<file path="config.mk">
export PLATFORM = sky130hd
export DESIGN_NAME = axi_lite_fifo_regs_flat
export DESIGN_NICKNAME = d
export VERILOG_FILES = /design/src/rtl/axi_lite_fifo_regs_if.sv /design/src/rtl/axi_lite_fifo_regs.sv /design/src/flat_wrapper.sv
export SDC_FILE = /design/constraint.sdc
export NUM_CORES = 1
export LEC_CHECK = 0
export CAP_MARGIN = 20
export CORE_MARGIN = 5
export CORE_UTILIZATION = 41
export DETAILED_ROUTE_END_ITERATION = 8
export PLACE_DENSITY = 0.83
export SLEW_MARGIN = 20
export SYNTH_ARGS = -nofsm -noshare
export SYNTH_HDL_FRONTEND = slang
export SYNTH_SLANG_ARGS = --single-unit
export TNS_END_PERCENT = 100
</file>
<file path="constraint.sdc">
create_clock -name axi_clk -period 3.64 [get_ports axi_clk]
set_input_delay 0.728 -clock axi_clk [delete_from_list [all_inputs] [get_ports axi_clk]]
set_output_delay 0.728 -clock axi_clk [all_outputs]
set_load 0.03 [all_outputs]
</file>
<file path="src/rtl/axi_lite_fifo_regs_if.sv">
// AXI4-Lite bus bundle between the manager and the FIFO register block.
interface axi_lite_fifo_regs_if #(
  parameter int ADDR_W = 8,
  parameter int DATA_W = 8
);
  localparam int STRB_W = DATA_W / 8;

  logic [ADDR_W-1:0] awaddr;
  logic              awvalid;
  logic              awready;
  logic [DATA_W-1:0] wdata;
  logic [STRB_W-1:0] wstrb;
  logic              wvalid;
  logic              wready;
  logic [1:0]        bresp;
  logic              bvalid;
  logic              bready;
  logic [ADDR_W-1:0] araddr;
  logic              arvalid;
  logic              arready;
  logic [DATA_W-1:0] rdata;
  logic [1:0]        rresp;
  logic              rvalid;
  logic              rready;

  modport master (
    output awaddr, awvalid, wdata, wstrb, wvalid, bready, araddr, arvalid, rready,
    input  awready, wready, bresp, bvalid, arready, rdata, rresp, rvalid
  );

  modport slave (
    input  awaddr, awvalid, wdata, wstrb, wvalid, bready, araddr, arvalid, rready,
    output awready, wready, bresp, bvalid, arready, rdata, rresp, rvalid
  );
endinterface

</file>
<file path="src/rtl/axi_lite_fifo_regs.sv">
// AXI4-Lite register block: CTRL.flush (0x00) and synchronised FIFO empty/full STATUS (0x01).
module axi_lite_fifo_regs #(
  parameter int   ADDR_W      = 8,
  parameter int   DATA_W      = 8,
  parameter logic FLUSH_RST   = 1'b1,
  parameter int   SYNC_STAGES = 2
) (
  input  logic                    axi_clk,
  input  logic                    axi_rst,
  axi_lite_fifo_regs_if.slave     bus,
  input  logic                    fifo_empty,
  input  logic                    fifo_full,
  output logic                    flush
);
  localparam logic [1:0] RESP_OKAY   = 2'b00;
  localparam logic [1:0] RESP_SLVERR = 2'b10;

  typedef enum logic {W_IDLE, W_RESP} w_state_e;
  typedef enum logic {R_IDLE, R_RESP} r_state_e;

  w_state_e w_state_q, w_state_d;
  r_state_e r_state_q, r_state_d;
  logic              aw_held_q, aw_held_d;
  logic              w_held_q, w_held_d;
  logic [ADDR_W-1:0] awaddr_q, awaddr_d;
  logic              wbit_q, wbit_d;
  logic              wstrb0_q, wstrb0_d;
  logic [1:0]        bresp_q, bresp_d;
  logic              flush_q, flush_d;
  logic [DATA_W-1:0] rdata_q, rdata_d;
  logic [1:0]        rresp_q, rresp_d;
  logic [SYNC_STAGES-1:0] empty_sync_q, empty_sync_d;
  logic [SYNC_STAGES-1:0] full_sync_q, full_sync_d;

  logic              aw_hs, w_hs;
  logic [ADDR_W-1:0] wr_addr;
  logic              wr_bit, wr_strb0;

  assign flush      = flush_q;
  assign bus.bvalid = (w_state_q == W_RESP);
  assign bus.bresp  = bresp_q;
  assign bus.rvalid = (r_state_q == R_RESP);
  assign bus.rdata  = rdata_q;
  assign bus.rresp  = rresp_q;

  always_comb begin
    empty_sync_d = {empty_sync_q[SYNC_STAGES-2:0], fifo_empty};
    full_sync_d  = {full_sync_q[SYNC_STAGES-2:0], fifo_full};
  end

  // Write path: AW and W are captured independently; commit once both are present,
  // using the live bus values for whichever arrives on the commit edge.
  always_comb begin
    w_state_d   = w_state_q;
    aw_held_d   = aw_held_q;
    w_held_d    = w_held_q;
    awaddr_d    = awaddr_q;
    wbit_d      = wbit_q;
    wstrb0_d    = wstrb0_q;
    bresp_d     = bresp_q;
    flush_d     = flush_q;
    bus.awready = 1'b0;
    bus.wready  = 1'b0;
    aw_hs       = 1'b0;
    w_hs        = 1'b0;
    wr_addr     = aw_held_q ? awaddr_q : bus.awaddr;
    wr_bit      = w_held_q ? wbit_q : bus.wdata[0];
    wr_strb0    = w_held_q ? wstrb0_q : bus.wstrb[0];
    case (w_state_q)
      W_IDLE: begin
        bus.awready = !aw_held_q;
        bus.wready  = !w_held_q;
        aw_hs       = bus.awvalid && !aw_held_q;
        w_hs        = bus.wvalid && !w_held_q;
        if (aw_hs) begin
          aw_held_d = 1'b1;
          awaddr_d  = bus.awaddr;
        end
        if (w_hs) begin
          w_held_d = 1'b1;
          wbit_d   = bus.wdata[0];
          wstrb0_d = bus.wstrb[0];
        end
        if ((aw_held_q || aw_hs) && (w_held_q || w_hs)) begin
          w_state_d = W_RESP;
          if (wr_addr == ADDR_W'(0)) begin
            bresp_d = RESP_OKAY;
            if (wr_strb0) flush_d = wr_bit;
          end else begin
            bresp_d = RESP_SLVERR;
          end
        end
      end
      W_RESP: begin
        if (bus.bready) begin
          w_state_d = W_IDLE;
          aw_held_d = 1'b0;
          w_held_d  = 1'b0;
        end
      end
      default: w_state_d = W_IDLE;
    endcase
  end

  // Read path samples flush_q before any same-cycle write lands, so reads see the old CTRL.
  always_comb begin
    r_state_d   = r_state_q;
    rdata_d     = rdata_q;
    rresp_d     = rresp_q;
    bus.arready = 1'b0;
    case (r_state_q)
      R_IDLE: begin
        bus.arready = 1'b1;
        if (bus.arvalid) begin
          r_state_d = R_RESP;
          if (bus.araddr == ADDR_W'(0)) begin
            rdata_d = DATA_W'(flush_q);
            rresp_d = RESP_OKAY;
          end else if (bus.araddr == ADDR_W'(1)) begin
            rdata_d = DATA_W'({full_sync_q[SYNC_STAGES-1], empty_sync_q[SYNC_STAGES-1]});
            rresp_d = RESP_OKAY;
          end else begin
            rdata_d = '0;
            rresp_d = RESP_SLVERR;
          end
        end
      end
      R_RESP: if (bus.rready) r_state_d = R_IDLE;
      default: r_state_d = R_IDLE;
    endcase
  end

  always_ff @(posedge axi_clk or posedge axi_rst) begin
    if (axi_rst) begin
      w_state_q    <= W_IDLE;
      r_state_q    <= R_IDLE;
      aw_held_q    <= 1'b0;
      w_held_q     <= 1'b0;
      awaddr_q     <= '0;
      wbit_q       <= 1'b0;
      wstrb0_q     <= 1'b0;
      bresp_q      <= RESP_OKAY;
      flush_q      <= FLUSH_RST;
      rdata_q      <= '0;
      rresp_q      <= RESP_OKAY;
      empty_sync_q <= '0;
      full_sync_q  <= '0;
    end else begin
      w_state_q    <= w_state_d;
      r_state_q    <= r_state_d;
      aw_held_q    <= aw_held_d;
      w_held_q     <= w_held_d;
      awaddr_q     <= awaddr_d;
      wbit_q       <= wbit_d;
      wstrb0_q     <= wstrb0_d;
      bresp_q      <= bresp_d;
      flush_q      <= flush_d;
      rdata_q      <= rdata_d;
      rresp_q      <= rresp_d;
      empty_sync_q <= empty_sync_d;
      full_sync_q  <= full_sync_d;
    end
  end
endmodule
</file>
<file path="src/flat_wrapper.sv">
// flat-port wrapper written by rule: the top's interface ports become plain ports
module axi_lite_fifo_regs_flat 
#(
  parameter int   ADDR_W      = 8,
  parameter int   DATA_W      = 8,
  parameter logic FLUSH_RST   = 1'b1,
  parameter int   SYNC_STAGES = 2
)
  (axi_clk, axi_rst, fifo_empty, fifo_full, flush, bus_awaddr, bus_awvalid, bus_wdata, bus_wstrb, bus_wvalid, bus_bready, bus_araddr, bus_arvalid, bus_rready, bus_awready, bus_wready, bus_bresp, bus_bvalid, bus_arready, bus_rdata, bus_rresp, bus_rvalid);
  axi_lite_fifo_regs_if #(.ADDR_W(ADDR_W), .DATA_W(DATA_W)) bus_i ();
  input  logic axi_clk;
  input  logic axi_rst;
  input  logic fifo_empty;
  input  logic fifo_full;
  output logic flush;
  input wire logic [$bits(bus_i.awaddr)-1:0] bus_awaddr;
  input wire logic [$bits(bus_i.awvalid)-1:0] bus_awvalid;
  input wire logic [$bits(bus_i.wdata)-1:0] bus_wdata;
  input wire logic [$bits(bus_i.wstrb)-1:0] bus_wstrb;
  input wire logic [$bits(bus_i.wvalid)-1:0] bus_wvalid;
  input wire logic [$bits(bus_i.bready)-1:0] bus_bready;
  input wire logic [$bits(bus_i.araddr)-1:0] bus_araddr;
  input wire logic [$bits(bus_i.arvalid)-1:0] bus_arvalid;
  input wire logic [$bits(bus_i.rready)-1:0] bus_rready;
  output wire logic [$bits(bus_i.awready)-1:0] bus_awready;
  output wire logic [$bits(bus_i.wready)-1:0] bus_wready;
  output wire logic [$bits(bus_i.bresp)-1:0] bus_bresp;
  output wire logic [$bits(bus_i.bvalid)-1:0] bus_bvalid;
  output wire logic [$bits(bus_i.arready)-1:0] bus_arready;
  output wire logic [$bits(bus_i.rdata)-1:0] bus_rdata;
  output wire logic [$bits(bus_i.rresp)-1:0] bus_rresp;
  output wire logic [$bits(bus_i.rvalid)-1:0] bus_rvalid;
  assign bus_i.awaddr = bus_awaddr;
  assign bus_i.awvalid = bus_awvalid;
  assign bus_i.wdata = bus_wdata;
  assign bus_i.wstrb = bus_wstrb;
  assign bus_i.wvalid = bus_wvalid;
  assign bus_i.bready = bus_bready;
  assign bus_i.araddr = bus_araddr;
  assign bus_i.arvalid = bus_arvalid;
  assign bus_i.rready = bus_rready;
  assign bus_awready = bus_i.awready;
  assign bus_wready = bus_i.wready;
  assign bus_bresp = bus_i.bresp;
  assign bus_bvalid = bus_i.bvalid;
  assign bus_arready = bus_i.arready;
  assign bus_rdata = bus_i.rdata;
  assign bus_rresp = bus_i.rresp;
  assign bus_rvalid = bus_i.rvalid;
  axi_lite_fifo_regs #(.ADDR_W(ADDR_W), .DATA_W(DATA_W), .FLUSH_RST(FLUSH_RST), .SYNC_STAGES(SYNC_STAGES)) u_core (.axi_clk(axi_clk), .axi_rst(axi_rst), .bus(bus_i), .fifo_empty(fifo_empty), .fifo_full(fifo_full), .flush(flush));
endmodule
</file>
==> metrics.md, run 1 <==
| Metric | Value |
|---|---|
| Startpoint Class | flop |
| Most used DFF post-synth | dfrtp_1 |
| Via count | roughly 730 |
| Ys async rst share | 100% |
| Static leakage | 0.000593 uW |
| Reg2reg start | u_core.awaddr_q[0] |
| Root buffer cell | clkbuf_4 |
| Critical Path AT | 1.63 ns |
| Routed Antenna Nets | 0 |
| Synthesized flop and latch total | 23 |
| Outcome | complete, no violations |
| Gpl congestion | 0.802 |
| CTS Buffer Depth | 2 |
| Yosys cell types | 23 |
| DR iter-0 viols | 11 |
| Core area | ~2400 sq um |
| CTS Buf Count | 3 |
| Routed wire per std cell | roughly 13 um |
| Worst Path Max Fanout | 7 |
| CTS HTree Levels | 1 |
| R2r setup slk | 2.07 ns |
| Crit-path cells | nor2_1 > clkdlybuf4s50_1 |
| Placed standard-cell area | about 1400 sq um |
| Max Clock Freq | 424 MHz |
| CTS tree | yes |
| # Max-Cap Violations | 0 |
| Largest area contributor in the netlist | dfrtp_1 |
| Hold WC Path Type | reg2reg |
| # IOs | 52 |
| Tightest Pin Transition | 0.833 ns |
| Hpwl dp | 1.63 mm |
| Worst Path Class, Setup | reg2out |
| CTS Hold Bufs | 0 |
| Worst Reg-to-Reg Cells | 4 |
| Maximum vdd drop | 0.483 mV |
| Area grow syn2layout | 39.1% |
| Count leader, synth | dfrtp_1 |
| FF-to-FF End | u_core.flush |
| Area fraction of the dominant cell type after synthesis | 54.9% |
| Max incr delay on CP | 0.69 ns |
| Final setup vio count | 0 |
| Hold Path End | u_core.full_sync_q[1] |
| Number of filler cells placed in the layout | 212 |
| Total Die Area | 3530 sq um |
| Chip width | just under 60 um |
| CP endpoint kind | output port |
| Share of layout cells above drive strength 1 | 13.8% |
| Antenna violations before repair | 0 |
| Unrepaired setup endpoints after global routing | false |
| Design area | around 1400 sq um |
| Final hold viol count | 0 |
| Worst path slowest cell | clkdlybuf4s50_1 |
| Initial DRT Pass Iterations | 4 |
| Synth Warn # | 0 |
| Sequential share of the synthesized area | between 50% and 60% |
| Slew margin rel. | 44.4% |
| Post-synth EDFFs | 0 |
| Worst-path clk slew | 0.12 ns |
| Clock Skews | 0.00585 ns |
| Mapped Cells | 84 |
| Largest net degree at the start of global routing | 24 |
| Post_cts resized | 0 |
| Final Max Slew Viols | 0 |
| Average cell area after synthesis | 11.9 sq um |
| Setup TNS Final | 0 ns |
| Worst Hold Launch | u_core.full_sync_q[0] |
| Vias per Instance | 4.80 |
| Synth Cell Area | 1000 sq um |
| GRT Overall Usage | 12.7% |
| Clk_lat worst skew | 0.30 ns |
| Final Critical Period | 2.36 ns |
| Die Ht | around 60 um |
| Global route overflow | 0 |
| Area contributors post-synth | dfrtp_1, mux2_2, buf_4, dfstp_2, o21ai_0 |
| Hold depth | 0 |
| # rows | 18 |
| Final Net Count | about 160 |
| Routed WL | 2.01 mm |
| Clock sink count | 23 |
| Vias in the first global route | between 800 and 900 |
| Worst Path Required | 2.91 ns |
| Setup bufs post-CTS | 0 |
| First-pass GRT wire length | roughly 3.3 mm |
| DRC viols | 0 |
| Post-synth top cells | dfrtp_1, mux2_2, buf_4 |
| Power density cells | 607 nW/um^2 |
| Final Cycle Share | 64.8% |
| Initial core utilization | about two fifths |
| N_diodes | 0 |
| PortBufs | 36 |
-- layout make-up --
class	count	area, sq um	share of cell area, %
multi-input cells	56	377	27.0
repair buffers	36	360	25.9
clock buffers	3	22.5	1.62
well taps	30	37.5	2.69
flip-flops and latches	23	577	41.4
clock inverters	1	5.00	0.359
inverters	4	15.0	1.08
-- cell families after synthesis --
kind of cell,share of synthesized area (%)
buffers and inverters,7.49
AND/OR/NAND/NOR,12.1
other,0.374
multiplexers,15.5
flip-flops,57.6
AO/OA/AOI/OAI,6.99
-- metrics by stage --
| stage | cells | setup WS, ns | util, % | hold WS [ns] | total power, uW |
|---|---|---|---|---|---|
| 2_1_floorplan | 91 | 1.87 | - | 0.331 | 621 |
| 3_3_place_gp | 149 | 1.34 | 56.7 | 0.333 | 726 |
| 3_5_place_dp | 149 | 1.23 | 56.7 | 0.343 | 741 |
| 4_1_cts | 153 | 1.26 | 57.8 | 0.372 | 857 |
| 5_1_grt | 153 | 1.21 | 57.8 | 0.383 | 900 |
| 6_report | 153 | 1.28 | 57.8 | 0.369 | 845 |
-- worst max-delay path by stage --
stage | slack (ns) | startpoint | to | depth (start not counted)
5_1_grt | 1.21 | u_core.bus.bvalid | bus_wready | 2
4_1_cts | 1.26 | u_core.bus.bvalid | bus_wready | 2
2_1_floorplan | 1.87 | u_core.bus.bvalid | bus_wready | 1
6_report | 1.28 | u_core.bus.bvalid | bus_wready | 2
3_3_place_gp | 1.34 | bus_awaddr[0] | u_core.flush | 5
3_5_place_dp | 1.23 | bus_awaddr[0] | u_core.flush | 5
-- metal layers --
layer | wire [um] | track usage (%)
met3 | 195 | 3.27
met2 | 1010 | 22.9
met1 | 756 | 13.1
met5 | 0 | 0
met4 | 45 | 6.80
-- sequential cells by signal, indices dropped and copies added (netlist names), 2 cells and up --
| signal | flops |
|---|---|
| u_core.empty_sync_q | 2 |
| u_core.bus.rdata | 2 |
| u_core.awaddr_q | 8 |
| u_core.full_sync_q | 2 |
-- critical path: cells and delay by family (launching register included) --
family,cells,cell delay (ns)
flops,1,0.48
simple gates,1,0.16
buf+inv,1,0.69
-- power by group --
part,switching [uW],internal (uW)
clock,72.1,41.0
combinational,157,165
sequential,68.8,341
-- placed cells by master (no fill, tap or decap), types with 2 or more instances in the layout --
cell              n
dfrtp_1          22
a21oi_1           2
nor4_1            3
nand2_1           6
mux2_1            2
conb_1            8
o21ai_0           5
mux2_2           10
nor3_1            2
inv_1             4
clkbuf_4          3
nor2_1            6
nand3_1           2
mux2i_1           2
clkdlybuf4s50_1  36
Power figures use the tool's default switching activity.
==> inputs of run 2 (changes only) <==
Settings changed: CORE_UTILIZATION 41 to 35, PLACE_DENSITY 0.83 to 0.75.
Clock period 3.64 ns to 2 ns, I/O delays scaled along.
==> metrics.md, run 2 (synthesized netlist as in run 1, its figures left out) <==
| Metric | Value |
|---|---|
| Setup bufs post-CTS | 0 (unchanged) |
| Area grow syn2layout | 39.7% |
| Max reg flops | 8 (unchanged) |
| N_diodes | 0 (unchanged) |
| CP endpoint kind | output port |
| GRT Overall Usage | 10.7% (-1.9 points) |
| Setup Slack @ Placement | 0.0324 ns (-1.20 ns) |
| Gpl congestion | 0.748 (-6.8%) |
| DRC viols | 0 (unchanged) |
| Max incr delay on CP | 0.67 ns (-0.02 ns) |
| Max Clock Freq | 519 MHz |
| Largest net degree at the start of global routing | 16 (-33%) |
| Setup TNS Final | 0 ns (unchanged) |
| PortBufs | 36 (unchanged) |
| Commonest non-fill, non-tap cell in the layout | clkdlybuf4s50_1 |
| Initial core utilization | 36.3% (-5.2 points) |
| Startpoint Class | flop |
| Reg area | 577 sq um (unchanged) |
| Routed WL | 2.08 mm (+3.6%) |
| CTS HTree Levels | 1 (unchanged) |
| Final Critical Period | 1.93 ns |
| Most flops, register | u_core.awaddr_q |
| Clock Skews | 0.00150 ns (-0.00435 ns) |
| Hpwl dp | 1.75 mm (+7.4%) |
| CTS tree | yes |
| Via count | 746 (+1.6%) |
| Area of the multi-input gates | 377 sq um (unchanged) |
| Final setup vio count | 0 (unchanged) |
| Worst Path Buf+Inv | 1 (unchanged) |
| Placed standard-cell area | 1380 sq um (+0.64%) |
| Maximum vdd drop | 0.658 mV (+36%) |
| DR iter-0 viols | 4 (-7) |
| Antenna violations before repair | 0 (unchanged) |
| Final Max Slew Viols | 0 (unchanged) |
| Worst Path Class, Setup | reg2out |
| Final Net Count | 159 (+0.63%) |
| Outcome | complete, no violations |
| Power density cells | 1090 nW/um^2 (+79%) |
| PnR worst setup slack | 0.0747 ns (-1.21 ns) |
| Number of filler cells placed in the layout | 267 (+26%) |
| # rows | 19 (+1) |
| # IOs | 52 (unchanged) |
| Final Cycle Share | between 90% and 100% |
| Worst hold slack | 0.355 ns (-0.0139 ns) |
| CTS Buf Count | 3 (unchanged) |
| Unrepaired setup endpoints after global routing | false |
| Clk_lat worst skew | 0.30 ns (about the same) |
| Root buffer cell | clkbuf_4 |
| Worst Path Max Fanout | 3 (-4) |
| Routed Antenna Nets | 0 (unchanged) |
| Critical Path AT | 1.53 ns (-0.10 ns) |
| Final hold viol count | 0 (unchanged) |
| Hold WC Path Type | in2async |
| Share of layout cells above drive strength 1 | 14.5% (+0.69 points) |
| Die Ht | 63.5 um (+6.8%) |
| Vias per Instance | 4.81 (+0.32%) |
| # Max-Cap Violations | 0 (unchanged) |
| Core area | 2760 sq um (+14%) |
| Design area | 1400 sq um (+0.45%) |
| Worst path slowest cell | clkdlybuf4s50_1 |
| CP top delay family | buffers and inverters |
| First-pass GRT wire length | 3.61 mm (+9.4%) |
| Worst-path clk slew | 0.12 ns (about the same) |
| Clock sink count | 23 (unchanged) |
| Total Die Area | 4030 sq um (+14%) |
| CTS Buffer Depth | 2 (unchanged) |
| Global route overflow | 0 (unchanged) |
| Initial DRT Pass Iterations | 4 (unchanged) |
| CTS Hold Bufs | 0 (unchanged) |
| Worst Path Required | 1.60 ns (-1.31 ns) |
| Chip width | 63.5 um (+6.8%) |
| Crit-path cells | clkdlybuf4s50_1 |
| Static leakage | 0.000604 uW (+1.9%) |
| Vias in the first global route | 797 (-2.1%) |
| Routed wire per std cell | 13.4 um (+2.2%) |
| Most frequent cells in the layout | clkdlybuf4s50_1, dfrtp_1, mux2_2 |
run 2: cell types whose count changed in the layout (fill, tap and decap cells not counted), sizes merged:
cell	change
clkdlybuf4s50	-2
dlygate4sd2	+2
buf	+1
run 2: repair_timing:
| action | 4_1_cts | 5_1_grt |
|---|---|---|
| hold endpoints to repair | 0 | 0 |
| setup endpoints to repair | 2 | 0 |
| resized for setup | 2 | 0 |
run 2: power by group:
| group | switching (uW) | leakage [uW] | internal (uW) |
|---|---|---|---|
| clock network | 129 | 0.0000177 | 74.4 |
| registers | 131 | 0.000270 | 622 |
| logic | 280 | 0.000317 | 287 |
run 2: final timing paths:
check	start	end	slack [ns]	cells after the start
min in group axi_clk	u_core.empty_sync_q[0]	u_core.empty_sync_q[1]	0.37	0
worst max-delay path	u_core.flush	flush	0.07	1
max in group asynchronous	axi_rst	u_core.flush	1.06	3
worst min register to register	u_core.empty_sync_q[0]	u_core.empty_sync_q[1]	0.37	0
worst min-delay path	axi_rst	u_core.awaddr_q[0]	0.36	2
worst max register to register	u_core.awaddr_q[0]	u_core.flush	0.43	4
run 2: per-stage QoR:
stage | utilization [%] | cells | total power, uW
after floorplan | - | 91 | 1130
after global placement | 49.9 | 151 | 1330
after detailed placement | 49.9 | 151 | 1350
after CTS | 50.8 | 155 | 1540
after global routing | 50.8 | 155 | 1630
final | 50.8 | 155 | 1520
run 2: area by class of cell:
cell class	count	share of cell area (%)
tap	31	2.77
clock inverter	1	0.357
inverter	4	1.07
timing repair buffer	37	26.1
clock buffer	3	1.61
sequential	23	41.2
multi-input combinational	56	26.9
run 2: worst register-to-register path: stages (launching register included):
cell and delay [ns]:
dfrtp_1 0.40, nor4_1 0.32, nand4_1 0.20, a211oi_2 0.23
mux2_1 0.35
run 2: layer usage:
layer / routed length (um) / vias up / GRT usage [%]
li1: - / 358 / -
met1: 823 / 367 / 13.1
met2: 1160 / 21 / 19.3
met3: 98 / 0 / 2.13
met4: 0 / 0 / 2.34
met5: 0 / - / 0
==> inputs of run 3 (changes only) <==
Settings changed: CORE_MARGIN 5 to 2, CORE_UTILIZATION 35 to 28, PLACE_DENSITY 0.75 to unset.
==> metrics.md, run 3 (synthesized netlist as in run 1, its figures left out) <==
| Metric | Value |
|---|---|
| Outcome | complete, no violations |
| Routed WL | 1.92 mm (-8.0%) |
| Worst Path Max Fanout | 3 (unchanged) |
| Setup Slack @ Placement | 0.00729 ns (-0.0251 ns) |
| Reg area | 577 sq um (unchanged) |
| Worst-path clk slew | 0.11 ns (about the same) |
| Worst path slowest cell | clkdlybuf4s50_1 |
| CTS tree | yes |
| R2r setup slk | 0.49 ns (+0.06 ns) |
| Clock Skews | 0.0109 ns (+0.00939 ns) |
| Worst Path Class, Setup | reg2out |
| Number of filler cells placed in the layout | 335 (+25%) |
| Chip width | 63.8 um (+0.50%) |
| Area grow syn2layout | 41.7% |
| Max reg flops | 8 (unchanged) |
| Gpl congestion | 0.746 (-0.21%) |
| DRC viols | 0 (unchanged) |
| Routed wire per std cell | 11.3 um (-16%) |
| CP endpoint kind | output port |
| Share of layout cells above drive strength 1 | 13.7% (-0.81 points) |
| Max Clock Freq | 519 MHz (-0.16%) |
| Vias in the first global route | 769 (-3.5%) |
| Hold WC Path Type | reg2reg |
| Clock sink count | 23 (unchanged) |
| Critical Path AT | 1.53 ns (about the same) |
| Maximum vdd drop | 0.577 mV (-12%) |
| CTS Hold Bufs | 0 (unchanged) |
| Vias per Instance | 4.43 (-8.0%) |
| N_diodes | 0 (unchanged) |
| DR iter-0 viols | 11 (+7) |
| Final hold viol count | 0 (unchanged) |
| CTS Buf Count | 3 (unchanged) |
| Commonest non-fill, non-tap cell in the layout | clkdlybuf4s50_1 |
| Setup TNS Final | 0 ns (unchanged) |
| Routed Antenna Nets | 0 (unchanged) |
| # IOs | 52 (unchanged) |
| Final Max Slew Viols | 0 (unchanged) |
| Final setup vio count | 0 (unchanged) |
| Clk_lat worst skew | 0.30 ns (about the same) |
| Antenna violations before repair | 0 (unchanged) |
| Worst Path Buf+Inv | 1 (unchanged) |
| Startpoint Class | flop |
| Global route overflow | 0 (unchanged) |
| # rows | 21 (+2) |
| Most flops, register | u_core.awaddr_q |
| Most frequent cells in the layout | clkdlybuf4s50_1, dfrtp_1, mux2_2 |
| Initial DRT Pass Iterations | 4 (unchanged) |
| Static leakage | 0.000611 uW (+1.2%) |
| Max incr delay on CP | 0.67 ns (about the same) |
| GRT Overall Usage | 10.5% (-0.27 points) |
| CTS HTree Levels | 1 (unchanged) |
| CP top delay family | buffers and inverters |
| Final Cycle Share | 96.4% (+0.15 points) |
| # Max-Cap Violations | 0 (unchanged) |
| Via count | 753 (+0.94%) |
| Crit-path cells | clkdlybuf4s50_1 |
| First-pass GRT wire length | 3.41 mm (-5.5%) |
| Power density cells | 1070 nW/um^2 (-1.4%) |
| Root buffer cell | clkbuf_4 |
| Area of the multi-input gates | 377 sq um (unchanged) |
| Initial core utilization | 29.6% (-6.8 points) |
| PnR worst setup slack | 0.0716 ns (-0.00304 ns) |
| Die Ht | 63.8 um (+0.50%) |
| CTS Buffer Depth | 2 (unchanged) |
| Largest net degree at the start of global routing | 14 (-2) |
| PortBufs | 36 (unchanged) |
| Worst Path Required | 1.60 ns (about the same) |
| Final Net Count | 159 (unchanged) |
| Total Die Area | 4070 sq um (+0.99%) |
| Core area | 3390 sq um (+23%) |
| Hpwl dp | 1.55 mm (-11%) |
| Unrepaired setup endpoints after global routing | false |
| Setup bufs post-CTS | 0 (unchanged) |
| Final Critical Period | 1.93 ns (+0.00304 ns) |
==> run 3: worst paths after layout <==
kind	startpoint	cells after the start	endpoint
max in group asynchronous	axi_rst	3	u_core.bus.rresp[1]
setup reg to reg	u_core.awaddr_q[0]	4	u_core.flush
min in group asynchronous	axi_rst	2	u_core.wstrb0_q
hold reg to reg	u_core.empty_sync_q[0]	0	u_core.empty_sync_q[1]
hold / removal	u_core.empty_sync_q[0]	0	u_core.empty_sync_q[1]
setup / recovery	u_core.flush	1	flush
==> run 3: routing by layer <==
| layer | routed length (um) | share of wire [%] | up-vias | global-route usage [%] |
|---|---|---|---|---|
| met1 | 841 | 44 | 369 | 14.1 |
| met3 | 123 | 6.4 | 2 | 2.29 |
| li1 | - | - | 355 | - |
| met5 | 0 | 0 | - | 0 |
| met4 | 10 | 0.52 | 0 | 4.08 |
| met2 | 942 | 49 | 27 | 16.4 |
==> run 3: final cells by class <==
type,instances,area share [%]
multi-input combinational,56,26.5
clock buffer,4,1.85
timing repair buffer,37,25.9
tap,46,4.05
sequential,23,40.6
inverter,4,1.06
==> run 3: power breakdown <==
group / switching (uW) / leakage [uW] / internal [uW]
sequential: 130 / 0.000270 / 621
clock: 127 / 0.0000150 / 77.7
combinational: 281 / 0.000327 / 285
total: 539 / 0.000611 / 984
==> run 3: stage by stage <==
stage / util (%) / cells / power (uW) / hold WS (ns) / instance area [sq um]
final: 41.9 / 170 / 1520 / 0.359 / 1420
after global routing: 41.9 / 170 / 1640 / 0.367 / 1420
after CTS: 41.8 / 170 / 1540 / 0.363 / 1420
after detailed placement: 41.1 / 166 / 1350 / 0.335 / 1390
after global placement: 41.1 / 166 / 1330 / 0.332 / 1390
after floorplan: - / 91 / 1130 / 0.331 / 1030
==> run 3: worst reg2reg max path, delay by kind of cell (launching register included) <==
kind | cells | cell delay, ns
flops | 1 | 0.40
simple gates | 2 | 0.50
mux | 1 | 0.34
compound gates | 1 | 0.22
==> run 3: what timing repair did <==
action	in CTS	in global routing
gates resized for setup	2	1
endpoints found under the setup margin	2	1
endpoints found under the hold margin	0	0
